### config.mk
export PLATFORM = sky130hd
export DESIGN_NAME = usb_tx_writer
export DESIGN_NICKNAME = d
export VERILOG_FILES = /design/src/rtl/usb_tx_writer.sv
export SDC_FILE = /design/constraint.sdc
export NUM_CORES = 1
export LEC_CHECK = 0
export CELL_PAD_IN_SITES_DETAIL_PLACEMENT = 1
export CELL_PAD_IN_SITES_GLOBAL_PLACEMENT = 2
export CORE_MARGIN = 10
export CORE_UTILIZATION = 30
export DETAILED_ROUTE_END_ITERATION = 6
export HOLD_SLACK_MARGIN = 0.1
export PLACE_DENSITY = 0.59
export SLEW_MARGIN = 20
export SYNTH_ARGS = -nofsm -noshare
export SYNTH_HDL_FRONTEND = slang
export SYNTH_SLANG_ARGS = --single-unit
### constraint.sdc
create_clock -name clk -period 3.2 [get_ports clk]
set_clock_uncertainty 0.05 [all_clocks]
set_input_delay 0.8 -clock clk [delete_from_list [all_inputs] [get_ports clk]]
set_output_delay 0.8 -clock clk [all_outputs]
set_load 0.01 [all_outputs]
### src/rtl/usb_tx_writer.sv
// usb_tx_writer: write side of an FT245-style USB FIFO interface.
// Bytes from internal logic are queued in a small FIFO. Each byte is then
// sent to the chip with one async write cycle (setup, strobe, hold, recovery),
// paced by the chip's txe_n flag. Nothing is driven onto the shared data bus
// while the receive path owns it.
module usb_tx_writer #(
  parameter int FIFO_AW   = 4,  // log2 of FIFO depth
  parameter int SETUP_CYC = 2,  // data driven before wr_n falls (>=1)
  parameter int PULSE_CYC = 3,  // wr_n low time (>=1)
  parameter int RECOV_CYC = 4   // idle time after bus release (>=1)
) (
  input  logic               clk,
  input  logic               reset_n,
  input  logic [7:0]         tx_data,
  input  logic               tx_valid,
  output logic               tx_ready,
  input  logic               txe_n_raw,
  input  logic               bus_free,
  output logic [7:0]         data_out,
  output logic               data_oe,
  output logic               wr_n,
  output logic               tx_busy,
  output logic [FIFO_AW:0]   fifo_count
);

  localparam int              DEPTH_I     = 1 << FIFO_AW;
  localparam logic [FIFO_AW:0] DEPTH      = (FIFO_AW + 1)'(DEPTH_I);
  localparam logic [7:0]      SETUP_LAST  = 8'(SETUP_CYC - 1);
  localparam logic [7:0]      PULSE_LAST  = 8'(PULSE_CYC - 1);
  localparam logic [7:0]      RECOV_LAST  = 8'(RECOV_CYC - 1);

  typedef enum logic [2:0] {
    S_IDLE,
    S_SETUP,
    S_STROBE,
    S_HOLD,
    S_RECOVER
  } state_t;

  // ---------------------------------------------------------------------------
  // txe_n synchronizer
  // ---------------------------------------------------------------------------
  logic txe_meta;
  logic txe_s;

  // Two-flop synchronizer; resets to "chip not ready" so nothing starts early.
  always_ff @(posedge clk or negedge reset_n) begin
    // NOTE: sequential state uses non-blocking assignments so every flop
    // samples the values from before the edge, whatever the statement order.
    if (!reset_n) begin
      txe_meta <= 1'b1;
      txe_s    <= 1'b1;
    end else begin
      txe_meta <= txe_n_raw;
      txe_s    <= txe_meta;
    end
  end

  // ---------------------------------------------------------------------------
  // Byte FIFO
  // ---------------------------------------------------------------------------
  logic [7:0]         mem [DEPTH_I];
  logic [FIFO_AW-1:0] wr_ptr;
  logic [FIFO_AW-1:0] rd_ptr;
  logic [7:0]         head;
  logic               full;
  logic               push;
  logic               pop;

  assign full     = (fifo_count == DEPTH);
  // Ready is held low during reset so no byte is accepted into a cleared FIFO.
  assign tx_ready = reset_n && !full;
  assign push     = tx_valid && tx_ready;
  assign head     = mem[rd_ptr];

  // Storage write port.
  always_ff @(posedge clk) begin
    // NOTE: the storage array is deliberately not reset; validity is tracked
    // by the pointers and count, which are reset.
    if (push) begin
      mem[wr_ptr] <= tx_data;
    end
  end

  // Pointer and occupancy bookkeeping; pointers wrap naturally at 2**FIFO_AW.
  always_ff @(posedge clk or negedge reset_n) begin
    if (!reset_n) begin
      wr_ptr     <= '0;
      rd_ptr     <= '0;
      fifo_count <= '0;
    end else begin
      if (push) begin
        wr_ptr <= wr_ptr + 1'b1;
      end
      if (pop) begin
        rd_ptr <= rd_ptr + 1'b1;
      end
      case ({push, pop})
        2'b10:   fifo_count <= fifo_count + 1'b1;
        2'b01:   fifo_count <= fifo_count - 1'b1;
        default: fifo_count <= fifo_count;
      endcase
    end
  end

  // ---------------------------------------------------------------------------
  // Write-cycle FSM
  // ---------------------------------------------------------------------------
  state_t     state, state_d;
  logic [7:0] cnt, cnt_d;
  logic       wr_n_d;
  logic       data_oe_d;
  logic [7:0] data_out_d;

  assign tx_busy = (state != S_IDLE);

  // State and registered bus outputs; reset releases the bus immediately.
  always_ff @(posedge clk or negedge reset_n) begin
    if (!reset_n) begin
      state    <= S_IDLE;
      cnt      <= '0;
      wr_n     <= 1'b1;
      data_oe  <= 1'b0;
      data_out <= '0;
    end else begin
      state    <= state_d;
      cnt      <= cnt_d;
      wr_n     <= wr_n_d;
      data_oe  <= data_oe_d;
      data_out <= data_out_d;
    end
  end

  // Next-state and next-output logic; chip flags are only looked at in IDLE,
  // so a started write always runs to completion with fixed timing.
  always_comb begin
    // NOTE: every signal gets a default before the case so no path leaves it
    // unassigned, which would otherwise infer a latch.
    state_d    = state;
    cnt_d      = cnt;
    wr_n_d     = wr_n;
    data_oe_d  = data_oe;
    data_out_d = data_out;
    pop        = 1'b0;

    case (state)
      S_IDLE: begin
        wr_n_d    = 1'b1;
        data_oe_d = 1'b0;
        if ((fifo_count != '0) && !txe_s && bus_free) begin
          state_d    = S_SETUP;
          cnt_d      = '0;
          data_out_d = head;
          data_oe_d  = 1'b1;
          pop        = 1'b1;
        end
      end

      S_SETUP: begin
        if (cnt == SETUP_LAST) begin
          state_d = S_STROBE;
          cnt_d   = '0;
          wr_n_d  = 1'b0;
        end else begin
          cnt_d = cnt + 8'd1;
        end
      end

      S_STROBE: begin
        if (cnt == PULSE_LAST) begin
          state_d = S_HOLD;
          cnt_d   = '0;
          wr_n_d  = 1'b1;
        end else begin
          cnt_d = cnt + 8'd1;
        end
      end

      S_HOLD: begin
        state_d   = S_RECOVER;
        cnt_d     = '0;
        data_oe_d = 1'b0;
      end

      S_RECOVER: begin
        if (cnt == RECOV_LAST) begin
          state_d = S_IDLE;
          cnt_d   = '0;
        end else begin
          cnt_d = cnt + 8'd1;
        end
      end

      default: begin
        state_d   = S_IDLE;
        cnt_d     = '0;
        wr_n_d    = 1'b1;
        data_oe_d = 1'b0;
      end
    endcase
  end

endmodule

After elaboration in Yosys (flattened, before gate mapping)
Memory sizes are Yosys's and may differ from the RTL's. A register that Yosys moved wholly into a read port is not among the register bits.
Index checks and enable logic that the tools add are counted.
Word-level totals
  flip-flop bits (word level): 28
  RAM bits: 128
  output and inout bits: 17
  logic and storage cells: 65
  memories kept: 1
Operators by class
  add/subtract/negate cells: 5
  eq/ne operators: 14
  muxes and demuxes: 19
  bitwise operators: 1
  reductions and logical operators: 16
Memories
  mem: words 16, bits a word 8, read ports 1, clocked after Yosys merged registers in 1, wr ports 1, RTL line 62  | logic [7:0] mem [DEPTH_I];
Operators by type and width (number)
  8-bit 2-to-1 mux: 4
  8-bit case mux with 4 select lines: 1
  8-bit by 2-bit equality test with 1-bit output, second input constant: 2
  3-bit case mux with 5 select lines: 1
  3-bit 2-to-1 mux: 4
  5-bit case mux with 2 select lines: 1
  4-bit by 1-bit adder with 4-bit output, second input constant: 2
  8-bit by 1-bit adder with 8-bit output, second input constant: 1
  8-bit by 1-bit equality test with 1-bit output, second input constant: 1
  2-bit != test, second input constant: 4
  3-bit by 2-bit equality test with 1-bit output, second input constant: 2
  1-bit 2-to-1 mux: 6
  5-bit by 1-bit adder with 5-bit output, second input constant: 1
  5-bit equality test, second input constant: 1
  5-bit nonzero test: 1
  5-bit by 1-bit subtractor with 5-bit output, second input constant: 1
  1-bit logical AND: 4
  4-bit AND reduction: 1
  3-bit by 1-bit equality test with 1-bit output, second input constant: 1
  3-bit equality test, second input constant: 1
  1-bit logical NOT: 3
  3-bit logical NOT: 1
  1-bit case mux with 3 select lines: 1
  3-bit AND reduction: 1
  other kinds (9): 9

Logic depth before layout (Yosys ltp)
  word-level depth: 7
  depth in mapped cells: 13
  mapped depth without buffers: 12

Worst setup path before layout
OpenSTA, ideal clock, no wires.
  kind: reg2reg
  start: reg fifo_count[1]
  end: reg fifo_count[4]
  library setup time: 127 ps
  arrival time: 3068 ps
  data required time: 3023 ps
  path slack: -45 ps
  stages on the path, launching flop included: 14
  buffers on the path: 1
  cell sequence: dfrtp_1 -> or4_4 -> o21a_1 -> and2_1 -> buf_6 -> inv_2 -> ha_1 -> inv_1 -> fa_1 -> nor2b_1 -> o21ai_0 -> nand3_1 -> or3b_2 -> xnor2_1
On the way
  elaborated cells on any way between the ends: 15
  those cells by class: 2 x add/sub; 3 x eq/ne; 3 x mux; 7 x reduce/logical
RTL lines
  start: declaration: RTL line 23  | output logic [FIFO_AW:0] fifo_count
  start signal: assignment: RTL line 99  | 2'b10: fifo_count <= fifo_count + 1'b1;
  start signal: assignment: RTL line 100  | 2'b01: fifo_count <= fifo_count - 1'b1;
  start signal: assignment: RTL line 101  | default: fifo_count <= fifo_count;
  5-bit equality test (*): RTL line 70  | assign full = (fifo_count == DEPTH);
  1-bit logical NOT (*): RTL line 72  | assign tx_ready = reset_n && !full;
  1-bit logical AND (*): RTL line 72
  named net tx_ready: RTL line 16  | output logic tx_ready,
  1-bit logical AND (*): RTL line 73  | assign push = tx_valid && tx_ready;
  2-bit by 1-bit equality test with 1-bit output / 2-bit equality test (equally long branches): RTL line 98  | case ({push, pop})
  5-bit case mux with 2 select lines / 2-bit nonzero test (equally long branches)
The timed path passes the listed nets; every way through them passes the cells marked *.
A chain may end at the register's enable or synchronous reset.

Final worst setup path
  start: reg fifo_count[1]
  end: reg fifo_count[4]
On the way
  cells in the longest elaborated chain, start to end: 7
  elaborated cells on any way between the ends: 15
  those cells by class: 2 x add/sub; 3 x eq/ne; 3 x mux; 7 x reduce/logical
RTL lines
  5-bit nonzero test: RTL line 150  | if ((fifo_count != '0) && !txe_s && bus_free) begin
  1-bit logical AND (2 in a row): RTL line 150
  1-bit 2-to-1 mux: RTL line 150
  1-bit 2-to-1 mux: RTL line 146  | case (state)
  2-bit by 1-bit equality test with 1-bit output / 2-bit equality test (equally long branches): RTL line 98
  5-bit case mux with 2 select lines / 2-bit nonzero test (equally long branches)
Several ways; a longest one is shown, not always the timed one.

==> impl_results.md <==
* Endpoints failing hold at 0
* Routability cong. at about 0.74
* Worst Tran Pin Value at ~0.82 ns
* CTS max path bufs at 2
* Vias in the first global route at 3917
* Worst-Skew Late Latency at ~0.43 ns
* Hold-fix buffers at CTS at 0
* Ys Warns at 0
* DR WL met2 at about 7100 microns
* Setup CP Type: flip-flop to flip-flop
* Die height at approximately 170 microns
* Setup bufs post-CTS at 0
* Placed cell areas at ~0.0076 sq mm
* Average wire per standard cell at 19.2 microns
* Total GRT Usage at a little over a tenth
* Crit-path slowest cell: or4_4
* Most common cell after layout, fill and taps aside: edfxtp_1
* Via count at roughly 3600
* Worst-path clk slew at about 0.070 ns
* P_leak at ~2.8 nW
* PortBufs at 29
* CTS buffer count at 17
* Most frequent cells in the layout: 128 x edfxtp_1, 37 x nand2_1, 32 x mux4_2, 32 x dfrtp_1, 28 x clkdlybuf4s50_1
* Final critical-path share of the clock period at between 90% and 100%
* Setup Viol. Count Final at 0
* Layout cells sized above 1 at about 22%
* Core box area at 0.0226 sq mm
* Max FO, Critical Path at 3
* Avg Inst Size Synth at 16.5 sq um
* Fill cells at 2290
* Avg Vias per Cell at 4.73
* # IOs at 30
* Mapped Area at 0.00685 sq mm
* Unrepaired setup endpoints after global routing: false
* Hold crit path type: flip-flop to flip-flop
* Peak VDD IR at 288 uV
* Max-cap violation count at 0
* Yosys cell types at 47
* Largest net degree at the start of global routing at 37
* Slew Limit Fails at 0
* Ys flop type: edfxtp_1
* Antenna diode count at 0
* Crit path time final at roughly 3.0 ns
* Family with the most delay on the worst path: simple AND/OR/NAND/NOR gates
* Register area at between 0.004 and 0.005 sq mm
* FP Rows at 55
* PostCTS Resize Cnt at 0
* Outcome: completed
* Top routing layer in use: met4
* Initial Util at between 30% and 40%
* Post-synth ARST share at between 20% and 30%
* Area growth syn-to-layout at 18.7%
* Post-DP HPWL at ~9800 microns
* Metal-1 WL at 6930 microns
* Worst setup SP type: flip-flop
* Residual DRC at 0
* CP Capture Type: flip-flop
* DRT Pass-1 Iters at 4
* Setup ws final at around 0.17 ns
* CP arrival at 3.28 ns
* PwrDens at 844 mW/mm^2
* Cells after Synth at about 410
* Req. time, crit path at between 3 and 4 ns
* Fin cells at approximately 760
* Max incr delay on CP at roughly 0.55 ns
* F_max at about 0.33 GHz
* H-tree Lvls at 4
* Slew HR at a little under half
* CP Cell Sequence: or4_4, o21a_1, and2_1, inv_2, ha_2, inv_1, fa_2, nor2b_1, o21ai_2, nand3_1, or3b_2, xnor2_1
* Buf/Inv on CP at 2
* Place WS at -0.256 ns
* DIE AREA at 0.0293 sq mm
* Die extent in x at 171 microns
* Clk root buf: clkbuf_16
* Yosys reg bits at between 150 and 200
* Routed wl met3 at a little under 400 microns
* Final antenna-violating net count at 0
* Worst Hold Margin at approximately 0.32 ns
* Nets@finish at approximately 490
* Dpl cells at 729
* EDFF count, synth at between 100 and 150
* Post-Syn Nets at 440
* Initial antenna violation count at 0
* Clock sink count at roughly 160
* Post-synthesis sequential area ratio at approximately 69%
* Drt first-iter violations at 177
* CTS tree: yes
* Total routed wirelength at 14600 microns
* Multi-input logic area at roughly 0.0020 sq mm
* First-pass GRT wire length at ~23000 microns
* Fin area at ~0.0081 sq mm
* Global route overflow at 0
## cells by family (layout without fill, tap and decap cells)
kind of cell    after synthesis  count (layout)  synth area share, %
simple gates                 95              95                 7.30
flops                       164             164                 69.3
fa+ha+maj                    13              13                 2.48
mux                          49              49                 13.2
xor+xnor                     12              12                 1.53
buf+inv                      32              94                 2.10
compound gates               49              49                 4.11
## cell type report
| cell class | count | area share (%) |
|---|---|---|
| sequential | 164 | 58.4 |
| clock inverter | 15 | 1.71 |
| clock buffer | 17 | 5.23 |
| timing repair buffer | 49 | 5.51 |
| inverter | 13 | 0.600 |
| multi-input combinational | 218 | 24.2 |
| tap | 285 | 4.38 |
## through the flow
stage,setup TNS (ns),power [W],util [%]
2_1_floorplan,0,0.00417,-
3_3_place_gp,-0.182,0.00498,33.5
3_5_place_dp,-0.256,0.00503,33.5
4_1_cts,0,0.00700,36.0
5_1_grt,0,0.00730,36.0
6_report,0,0.00687,36.0
## state kept, by name, indices dropped and copies added, names as in the netlist
register and cells:
cnt 8, data_oe 1, data_out 8, fifo_count 5
mem 128, rd_ptr 4, state 3, txe_meta 1
txe_s 1, wr_n 1, wr_ptr 4
## synthesized netlist by cell type (all sizes together), types with 4 or more instances
cell    number  area (sq um)
a21oi        9          45.0
and2        18           113
buf         12          67.6
clkbuf       7          27.5
dfrtp       33           826
edfxtp     128          3840
ha          12           150
inv         13          48.8
mux2         9           101
mux2i        8          80.1
mux4        32           721
nand2       37           139
nand3        6          30.0
nor2         5          21.3
nor2b        4          25.0
nor3         8          40.0
o21ai       27           135
xnor2        9          78.8
## path summary, 6_finish.rpt
kind	start	endpoint	slack [ns]	cells past startpoint
max	fifo_count[1]	fifo_count[4]	0.17	12
min	txe_meta	txe_s	0.32	0
max reg2reg	fifo_count[1]	fifo_count[4]	0.17	12
min reg2reg	txe_meta	txe_s	0.32	0
max in group asynchronous	reset_n	txe_s	2.29	2
min in group asynchronous	reset_n	cnt[6]	0.44	2
## per-layer routing
metal,track usage [%],vias to the layer above
li1,-,1679
met1,13.5,1860
met2,17.1,46
met3,2.67,11
met4,3.63,0
met5,0,-
## where the power goes
group          total, W  switching (W)  internal [W]
sequential      0.00277       0.000212       0.00255
combinational   0.00215        0.00107       0.00108
clock           0.00195       0.000916       0.00103
total           0.00687        0.00220       0.00467
(Power assumes the default switching activity.)
